File: config.mk
export PLATFORM = sky130hd
export DESIGN_NAME = dbg_cmd_engine
export DESIGN_NICKNAME = d
export VERILOG_FILES = /design/src/rtl/dbg_cmd_engine.sv
export SDC_FILE = /design/constraint.sdc
export NUM_CORES = 1
export LEC_CHECK = 0
export ABC_AREA = 1
export BUFFER_PORTS_ARGS = -buffer_cell sky130_fd_sc_hd__buf_4
export CAP_MARGIN = 30
export CELL_PAD_IN_SITES_DETAIL_PLACEMENT = 0
export CELL_PAD_IN_SITES_GLOBAL_PLACEMENT = 1
export CORE_AREA = 5 5 216 218
export DETAILED_ROUTE_END_ITERATION = 7
export DIE_AREA = 0 0 221 223
export PLACE_DENSITY = 0.76
export RECOVER_POWER = 50
export SYNTH_ARGS = -nofsm -noshare
export SYNTH_HDL_FRONTEND = slang
export SYNTH_SLANG_ARGS = --single-unit
File: constraint.sdc
create_clock -name i_clk -period 10.5 [get_ports i_clk]
set_clock_uncertainty 0.15 [all_clocks]
set_input_delay 1.575 -clock i_clk [delete_from_list [all_inputs] [get_ports i_clk]]
set_output_delay 1.575 -clock i_clk [all_outputs]
set_load 0.005 [all_outputs]
File: src/rtl/dbg_cmd_engine.sv
// Debug command engine: loads instruction memory, runs or single-steps the CPU
// and streams register, memory and pipeline-latch dumps. Optional macro: DBG_BREAKPOINT_EN.
module dbg_cmd_engine #(
  parameter int                 NB_WORD     = 32,
  parameter int                 N_REGS      = 32,
  parameter int                 N_MEM_WORDS = 32,
  parameter int                 NB_LATCH    = 376,
  parameter logic [NB_WORD-1:0] HALT_WORD   = 32'h0000003F
) (
  input  logic                i_clk,
  input  logic                i_reset_n,
  input  logic [7:0]          i_rx_data,
  input  logic                i_rx_valid,
  output logic                o_rx_ready,
  output logic [7:0]          o_tx_data,
  output logic                o_tx_valid,
  input  logic                i_tx_ready,
  input  logic [NB_WORD-1:0]  i_reg_data,
  input  logic [NB_WORD-1:0]  i_mem_data,
  input  logic [NB_LATCH-1:0] i_latch,
  input  logic [NB_WORD-1:0]  i_pc,
  input  logic                i_halt,
  output logic [NB_WORD-1:0]  o_dbg_addr,
  output logic [NB_WORD-1:0]  o_inst,
  output logic                o_w_mem,
  output logic                o_enable,
  output logic                o_reset_mips,
  output logic                o_busy
);

  localparam int CW           = 16;
  localparam int NB_BYTES     = NB_WORD / 8;
  localparam int NB_LAT_BYTES = NB_LATCH / 8;

  localparam logic [7:0] CMD_RUN    = 8'h03;
  localparam logic [7:0] CMD_LOAD   = 8'h04;
  localparam logic [7:0] CMD_STEP   = 8'h05;
  localparam logic [7:0] CMD_RST    = 8'h0C;
  localparam logic [7:0] CMD_BP_SET = 8'h10;
  localparam logic [7:0] CMD_BP_CLR = 8'h11;
  localparam logic [7:0] BYTE_ACK   = 8'hAC;
  localparam logic [7:0] BYTE_NAK   = 8'hEE;

  typedef enum logic [3:0] {
    ST_IDLE     = 4'd0,
    ST_CMD      = 4'd1,
    ST_LOAD     = 4'd2,
    ST_WRITE    = 4'd3,
    ST_RUN      = 4'd4,
    ST_STEP     = 4'd5,
    ST_DUMP_REG = 4'd6,
    ST_DUMP_MEM = 4'd7,
    ST_DUMP_LAT = 4'd8,
    ST_FINISH   = 4'd9,
    ST_RST      = 4'd10,
    ST_ACK      = 4'd11,
    ST_NAK      = 4'd12,
    ST_BP_LOAD  = 4'd13
  } state_t;

  state_t             state_r;
  state_t             state_s;
  logic [7:0]         cmd_r;
  logic [NB_WORD-1:0] shift_r;
  logic [CW-1:0]      byte_cnt_r;
  logic [CW-1:0]      word_cnt_r;
  logic [NB_WORD-1:0] load_addr_r;
  logic               from_run_r;

  logic               rx_hs_s;
  logic               tx_hs_s;
  logic               byte_last_s;
  logic               word_last_s;
  logic               lat_last_s;
  logic               is_halt_s;
  logic               bp_hit_s;
  logic [NB_WORD-1:0] shift_next_s;

  // Byte idx of a word, counted from the most significant byte.
  function automatic logic [7:0] word_byte(input logic [NB_WORD-1:0] word, input logic [CW-1:0] idx);
    logic [7:0] b;
    b = 8'h00;
    for (int i = 0; i < NB_BYTES; i++) begin
      b = (idx == CW'(i)) ? word[NB_WORD-1-8*i -: 8] : b;
    end
    return b;
  endfunction

  function automatic logic [7:0] latch_byte(input logic [NB_LATCH-1:0] lat, input logic [CW-1:0] idx);
    logic [7:0] b;
    b = 8'h00;
    for (int i = 0; i < NB_LAT_BYTES; i++) begin
      b = (idx == CW'(i)) ? lat[NB_LATCH-1-8*i -: 8] : b;
    end
    return b;
  endfunction

`ifdef DBG_BREAKPOINT_EN
  logic [NB_WORD-1:0] bp_addr_r;
  logic               bp_valid_r;

  assign bp_hit_s = bp_valid_r && (i_pc == bp_addr_r);
`else
  logic pc_unused_s;

  assign pc_unused_s = ^i_pc;
  assign bp_hit_s    = 1'b0;
`endif

  assign rx_hs_s      = i_rx_valid && o_rx_ready;
  assign tx_hs_s      = o_tx_valid && i_tx_ready;
  assign byte_last_s  = (byte_cnt_r == CW'(NB_BYTES - 1));
  assign lat_last_s   = (byte_cnt_r == CW'(NB_LAT_BYTES - 1));
  assign word_last_s  = (state_r == ST_DUMP_REG) ? (word_cnt_r == CW'(N_REGS - 1))
                                                 : (word_cnt_r == CW'(N_MEM_WORDS - 1));
  assign is_halt_s    = (shift_r == HALT_WORD);
  assign shift_next_s = {shift_r[NB_WORD-9:0], i_rx_data};

  // State register.
  always_ff @(posedge i_clk) begin
    if (!i_reset_n) begin
      state_r <= ST_IDLE;
    end else begin
      state_r <= state_s;
    end
  end

  // Next-state decode.
  always_comb begin
    state_s = state_r;
    case (state_r)
      ST_IDLE: begin
        if (rx_hs_s) state_s = ST_CMD;
        else         state_s = ST_IDLE;
      end
      ST_CMD: begin
        case (cmd_r)
          CMD_LOAD:   state_s = ST_LOAD;
          CMD_RUN:    state_s = ST_RUN;
          CMD_STEP:   state_s = ST_STEP;
          CMD_RST:    state_s = ST_RST;
`ifdef DBG_BREAKPOINT_EN
          CMD_BP_SET: state_s = ST_BP_LOAD;
          CMD_BP_CLR: state_s = ST_ACK;
`endif
          default:    state_s = ST_NAK;
        endcase
      end
      ST_LOAD: begin
        if (rx_hs_s && byte_last_s) state_s = ST_WRITE;
        else                        state_s = ST_LOAD;
      end
      ST_WRITE: begin
        if (is_halt_s) state_s = ST_IDLE;
        else           state_s = ST_LOAD;
      end
      ST_RUN: begin
        if (i_halt || bp_hit_s) state_s = ST_DUMP_REG;
        else                    state_s = ST_RUN;
      end
      ST_STEP: state_s = ST_DUMP_REG;
      ST_DUMP_REG: begin
        if (tx_hs_s && byte_last_s && word_last_s) state_s = ST_DUMP_MEM;
        else                                       state_s = ST_DUMP_REG;
      end
      ST_DUMP_MEM: begin
        if (tx_hs_s && byte_last_s && word_last_s) state_s = ST_DUMP_LAT;
        else                                       state_s = ST_DUMP_MEM;
      end
      ST_DUMP_LAT: begin
        if (tx_hs_s && lat_last_s) state_s = ST_FINISH;
        else                       state_s = ST_DUMP_LAT;
      end
      ST_FINISH: begin
        if (from_run_r) state_s = ST_RST;
        else            state_s = ST_IDLE;
      end
      ST_RST: state_s = ST_IDLE;
      ST_ACK, ST_NAK: begin
        if (tx_hs_s) state_s = ST_IDLE;
        else         state_s = state_r;
      end
      ST_BP_LOAD: begin
`ifdef DBG_BREAKPOINT_EN
        if (rx_hs_s && byte_last_s) state_s = ST_ACK;
        else                        state_s = ST_BP_LOAD;
`else
        state_s = ST_IDLE;
`endif
      end
      default: state_s = ST_IDLE;
    endcase
  end

  // Command latch, shift register, byte/word counters and load address.
  always_ff @(posedge i_clk) begin
    if (!i_reset_n) begin
      cmd_r       <= 8'h00;
      shift_r     <= '0;
      byte_cnt_r  <= '0;
      word_cnt_r  <= '0;
      load_addr_r <= '0;
      from_run_r  <= 1'b0;
`ifdef DBG_BREAKPOINT_EN
      bp_addr_r   <= '0;
      bp_valid_r  <= 1'b0;
`endif
    end else begin
      case (state_r)
        ST_IDLE: begin
          byte_cnt_r <= '0;
          word_cnt_r <= '0;
          if (rx_hs_s) cmd_r <= i_rx_data;
        end
        ST_CMD: begin
          from_run_r <= (cmd_r == CMD_RUN);
`ifdef DBG_BREAKPOINT_EN
          if (cmd_r == CMD_BP_CLR) bp_valid_r <= 1'b0;
`endif
        end
        ST_LOAD, ST_BP_LOAD: begin
          if (rx_hs_s) begin
            shift_r    <= shift_next_s;
            byte_cnt_r <= byte_last_s ? '0 : byte_cnt_r + 16'd1;
`ifdef DBG_BREAKPOINT_EN
            if (state_r == ST_BP_LOAD && byte_last_s) begin
              bp_addr_r  <= shift_next_s;
              bp_valid_r <= 1'b1;
            end
`endif
          end
        end
        // The load address rolls over naturally at 2^NB_WORD.
        ST_WRITE: load_addr_r <= is_halt_s ? '0 : load_addr_r + NB_WORD'(32'd4);
        ST_DUMP_REG, ST_DUMP_MEM: begin
          if (tx_hs_s) begin
            if (byte_last_s) begin
              byte_cnt_r <= '0;
              word_cnt_r <= word_last_s ? '0 : word_cnt_r + 16'd1;
            end else begin
              byte_cnt_r <= byte_cnt_r + 16'd1;
            end
          end
        end
        ST_DUMP_LAT: begin
          if (tx_hs_s) byte_cnt_r <= lat_last_s ? '0 : byte_cnt_r + 16'd1;
        end
        default: ;
      endcase
    end
  end

  // Output decode; transmit data follows the counters so it holds while stalled.
  always_comb begin
    o_rx_ready   = 1'b0;
    o_tx_valid   = 1'b0;
    o_tx_data    = 8'h00;
    o_dbg_addr   = '0;
    o_inst       = '0;
    o_w_mem      = 1'b0;
    o_enable     = 1'b0;
    o_reset_mips = 1'b0;
    o_busy       = (state_r != ST_IDLE);
    case (state_r)
      ST_IDLE, ST_LOAD, ST_BP_LOAD: o_rx_ready = 1'b1;
      ST_WRITE: begin
        o_w_mem    = 1'b1;
        o_inst     = shift_r;
        o_dbg_addr = load_addr_r;
      end
      ST_RUN:  o_enable = !(i_halt || bp_hit_s);
      ST_STEP: o_enable = 1'b1;
      ST_DUMP_REG: begin
        o_tx_valid = 1'b1;
        o_dbg_addr = NB_WORD'(word_cnt_r);
        o_tx_data  = word_byte(i_reg_data, byte_cnt_r);
      end
      ST_DUMP_MEM: begin
        o_tx_valid = 1'b1;
        o_dbg_addr = NB_WORD'({word_cnt_r, 2'b00});
        o_tx_data  = word_byte(i_mem_data, byte_cnt_r);
      end
      ST_DUMP_LAT: begin
        o_tx_valid = 1'b1;
        o_tx_data  = latch_byte(i_latch, byte_cnt_r);
      end
      ST_RST: o_reset_mips = 1'b1;
      ST_ACK: begin
        o_tx_valid = 1'b1;
        o_tx_data  = BYTE_ACK;
      end
      ST_NAK: begin
        o_tx_valid = 1'b1;
        o_tx_data  = BYTE_NAK;
      end
      default: ;
    endcase
  end

endmodule

* After elaboration in Yosys (flattened, before gate mapping)
Cells that the tools add are included.
** Operators by class
- Reduce and logical (&&, ||, !) cells :: 21
- Add/sub/neg operators :: 3
- Equal/unequal tests :: 70
- Mux-type cells :: 85
** Operator list (number)
- two-way mux 8 bit :: 55
- equality test 16 x 5 -> 1 bit (second input constant) :: 17
- equality test 16 x 6 -> 1 bit (second input constant) :: 15
- equality test 16 x 4 -> 1 bit (second input constant) :: 8
- two-way mux 16 bit :: 8
- one-hot mux 32 bit (3 select lines) :: 1
- equality test 16 x 3 -> 1 bit (second input constant) :: 4
- two-way mux 32 bit :: 2
- one-hot mux 16 bit (4 select lines) :: 1
- one-hot mux 4 bit (11 select lines) :: 1
- one-hot mux 8 bit (5 select lines) :: 1
- adder 16 x 1 -> 16 bit (second input constant) :: 2
- adder 32 x 3 -> 32 bit (second input constant) :: 1
- equality test 16 x 2 -> 1 bit (second input constant) :: 2
- equality test 32 x 6 -> 1 bit (second input constant) :: 1
- one-hot mux 16 bit (2 select lines) :: 1
- equality test 4 bit (second input constant) :: 6
- equality test 16 x 1 -> 1 bit (second input constant) :: 1
- equality test 4 x 3 -> 1 bit (second input constant) :: 4
- equality test 8 x 3 -> 1 bit (second input constant) :: 2
- zero test 16 bit :: 1
- one-hot mux 4 bit (4 select lines) :: 1
- two-way mux 4 bit :: 3
- inequality test 2 bit (second input constant) :: 5
- other kinds (18) :: 36
** Word-level totals
- Word-level logic and storage cells :: 186
- Output and inout bits :: 78
- Register bits after elaboration :: 109
- Bits of input ports :: 485

* Logic depth before layout (Yosys ltp)
- Word-level depth :: 49
- Mapped depth :: 62
- Gate-level depth less buffers :: 62

* Worst setup path after synthesis
OpenSTA, ideal clock, no wires.
- Kind :: input to output
- Start point :: input port i_latch[354]
- End point :: output port o_tx_data[2]
- Setup slack :: 4617 ps
- Data required time :: 8775 ps
- Stages :: 55
- Buffers on the path :: 0
- Arrival :: 4158 ps
- Cell sequence :: or2_2 nand2_1 nand2_1 nand2_1 nand2_1 nand2_1 nand2_1 nand2_1 nand2_1 nand2_1 nand2_1 nand2_1 nand2_1 nand2_1 nand2_1 nand2_1 nand2_1 nand2_1 (+19 left out) nand2_1 nand2_1 nand2_1 nand2_1 nand2_1 nand2_1 nand2_1 nand2_1 nand2_1 nand2_1 nand2_1 nand2_1 nand2_1 nand2_1 nand2_1 nand2_1 nand2_1 nand2_1
** Between the ends
- Longest elaborated chain between the ends :: 46
** RTL lines
- start, declared :: line 20 : input logic [NB_LATCH-1:0] i_latch,
- two-way mux 8 bit (45 in a row) :: line 93 : b = (idx == CW'(i)) ? lat[NB_LATCH-1-8*i -: 8] : b;
- one-hot mux 8 bit (5 select lines) :: line 264 : case (state_r)
- end, declared :: line 15 : output logic [7:0] o_tx_data,
Every way passes these cells.

* Worst setup path in the final report
- Start point :: register byte_cnt_r[0]
- End point :: output port o_tx_data[3]
** Between the ends
- Longest elaborated chain between the ends :: 49
- Elaborated cells on any way between the ends :: 103
- Those cells by class :: 46 x eq/ne; 56 x mux; 1 x reduce/logical
** RTL lines
- start, declared :: line 65 : logic [CW-1:0] byte_cnt_r;
- start signal, assigned :: line 224 : byte_cnt_r <= byte_last_s ? '0 : byte_cnt_r + 16'd1;
- start signal, assigned :: line 241 : byte_cnt_r <= byte_cnt_r + 16'd1;
- start signal, assigned :: line 246 : if (tx_hs_s) byte_cnt_r <= lat_last_s ? '0 : byte_cnt_r + 16'd1;
- zero test 16 bit :: line 84, 93
- two-way mux 8 bit (47 in a row) :: line 93
- one-hot mux 8 bit (5 select lines) (*) :: line 264
Every way passes the cells marked *; elsewhere a longest branch is shown, timed or not.

==> results.md <==
* Cell count after synthesis at 2320
* Final setup TNS at 0 ps
* CTS tree: done
* Post-route setup slack at 2780 ps
* Peak VDD IR at 80.4 uV
* Arrival @ worst endpoint at 6000 ps
* Final Hold Vio Count at 0
* Total grt overflow at 0
* Static leakage at 8.22 nW
* Die height at 223 um
* YS warnings at 0
* Number of nets in the layout at about 3300
* Hold Path Stages at 1
* Slowest-stage cell, CP: inv_1
* Vias at approximately 16000
* Logic depth of the worst path, buffers included at 63
* Number of detailed-route iterations in the first pass at 8
* Crit path top cell by count: nand2_1
* Gp weighted congestion at around 0.94
* Tot GR Track Use at 0.219
* Leading area contributor after synthesis: nand2_1
* Register area at 2140 um2
* Sink Count at ~110
* Vias per inst at approximately 4.7
* Hold-fix buffers, CTS at 0
* Initial core utilization at 0.262
* Most frequent cells in the layout: 835 x nand2_1, 534 x buf_4, 470 x inv_1, 227 x o21ai_0, 183 x nor2_1
* Number of diodes at 0
* Final instance area at 16400 um2
* RSZ-0062 raised after global routing: false
* Final setup fails at 0
* Family with the most delay on the worst path: simple AND/OR/NAND/NOR gates
* Syn Nets at ~2800
* Worst rel slew slack at -0.266
* Critical Path Sink Type: primary output
* Fmax at ~130 MHz
* PostCTS Resize Cnt at 0
* Fin cells at ~3400
* Synthesized flop and latch total at 107
* Top cells by area, synth: nand2_1 27%, dfxtp_1 18%, inv_1 15%
* H-Tree Depth at 3
* Dominant synthesized flop cell: dfxtp_1
* Post CTS Setup Buffer Count at 0
* CP startpoint kind: register
* Largest net degree at the start of global routing at 65
* Tmin final at 7720 ps
* EDFF count, synth at 0
* DRT antenna net count at 0
* Critical Path RT at 8780 ps
* Root Driver: clkbuf_16
* Kind of critical path: register to primary output
* Worst path bufs/invs at 5
* Post-Syn Area per Cell at 5.05 um2
* DIE WIDTH at 221 um
* Max Fanout on Critical Path at 22
* Least-Margin Pin Slew at 1900 ps
* Asr flop ratio synth at 0
* Final Core Density at 0.368
* CORE AREA at 44700 um2
* Skew-Pair Late Insertion Delay at 370 ps
* Most common cell after layout, fill and taps aside: nand2_1
* Initial antenna violation count at 5
* Synthesized area at roughly 12000 um2
* Fill cell count at 5106
* DIE AREA at 49300 um2
* Max incr delay on CP at between 700 and 800 ps
* CTS Buf Count at 9
* Area Growth Syn to Fin at 40.4%
* Post-synth top area share at 0.267
* Post-placement worst setup slack at 3110 ps
* Final Slew Violations at 44
* Maximum clock path buffer count at 2
* Failing checks: max-capacitance violations, max-slew violations
* Max-Cap Viols at 1
* Routed wire length at 57800 um
* Vias in the first global route at 14817
* Placement Cell Area at about 16000 um2
* Detailed Route Iter0 Violations at ~1400
* WL per Instance at 17.0 um
* Status: finished with violations
* HP Class: register to register
* Synth unique cells at 50
* IO Count at 563
* Share of layout cells above drive strength 1 at 0.216
* Area of the multi-input gates at 7400 um2
* Crit share post-route at 0.736
* Post-Place Cells at 3374
* Clock transition at path regs at 80 ps
* FF-to-FF path depth at 12
* DRC at 0
* Power Density at 108 nW/um2
* # port buffers at 530
* Sequential area share after synthesis at 0.183
* Num rows at 78
* Dpl hpwl at 48200 um
* First-pass GRT wire length at 86500 um
==> per-stage QoR <==
| stage | hold slack [ps] | power [mW] |
|---|---|---|
| final | 314 | 1.78 |
| after global placement | 292 | 1.45 |
| after CTS | 310 | 1.81 |
| after global routing | 323 | 1.95 |
| after floorplan | 273 | 1.06 |
| after detailed placement | 300 | 1.46 |
==> cells in the mapped netlist (3+ instances only) <==
cell,n
nand2_1,835
inv_1,470
o21ai_0,225
nor2_1,183
dfxtp_1,107
a21oi_1,101
nand3_1,97
clkbuf_1,57
nor3_1,32
or2_2,29
nand4_1,18
buf_2,16
nor4_1,14
o221ai_1,14
a31oi_1,13
a211oi_1,11
buf_1,9
inv_2,9
a221oi_1,7
ha_1,6
xor2_1,6
o21ai_1,5
a2111oi_0,4
nor2_2,4
nor2_4,4
o21a_1,4
a22o_1,3
buf_6,3
clkinv_1,3
o211ai_1,3
or2_0,3
==> report_power, final <==
group,switching [mW],internal (mW),total [mW]
logic,0.604,0.372,0.977
clock network,0.171,0.172,0.343
registers,0.0234,0.434,0.457
==> path summary, 6_finish.rpt <==
check / startpoint / endpoint / slack (ps)
hold reg to reg: byte_cnt_r[15] / byte_cnt_r[15] / 310
setup / recovery: byte_cnt_r[0] / o_tx_data[3] / 2780
hold / removal: byte_cnt_r[15] / byte_cnt_r[15] / 310
setup reg to reg: byte_cnt_r[8] / byte_cnt_r[7] / 6680
==> layout make-up <==
cell class | instances | area share
timing repair buffer | 540 | 0.246
clock buffer | 10 | 0.0145
multi-input combinational | 1645 | 0.450
tap | 600 | 0.0456
sequential | 107 | 0.130
inverter | 482 | 0.110
clock inverter | 6 | 0.00335
==> state kept, by name (all words and copies together) (netlist names) <==
signal,flops
byte_cnt_r,16
cmd_r,8
from_run_r,1
load_addr_r,30
shift_r,32
state_r,4
word_cnt_r,16
==> routing by layer <==
layer | wire (um) | track usage | vias up
met3 | 3520 | 0.0411 | 58
met4 | 876 | 0.0372 | 10
met1 | 24600 | 0.275 | 7160
li1 | - | - | 8054
met5 | 62 | 0 | -
met2 | 28700 | 0.397 | 497
==> cells by family after synthesis <==
group,synth area share
AO/OA/AOI/OAI,0.188
XOR/XNOR,0.00448
adder cells (fa/ha/maj),0.00641
buffers and inverters,0.186
flip-flops,0.183
AND/OR/NAND/NOR,0.433
==> worst reg2reg max path: stages (launching register included) <==
cell and delay (ps):
dfxtp_1 340, nor2_1 110, nand2_1 90, nor2_4 310
nand2_1 400, nor2_1 210, inv_1 130, nand2_1 280
o21ai_0 270, o21ai_0 840, inv_1 330, o21ai_0 160
a21oi_1 50
No activity file was read; power rests on OpenSTA's default activity.
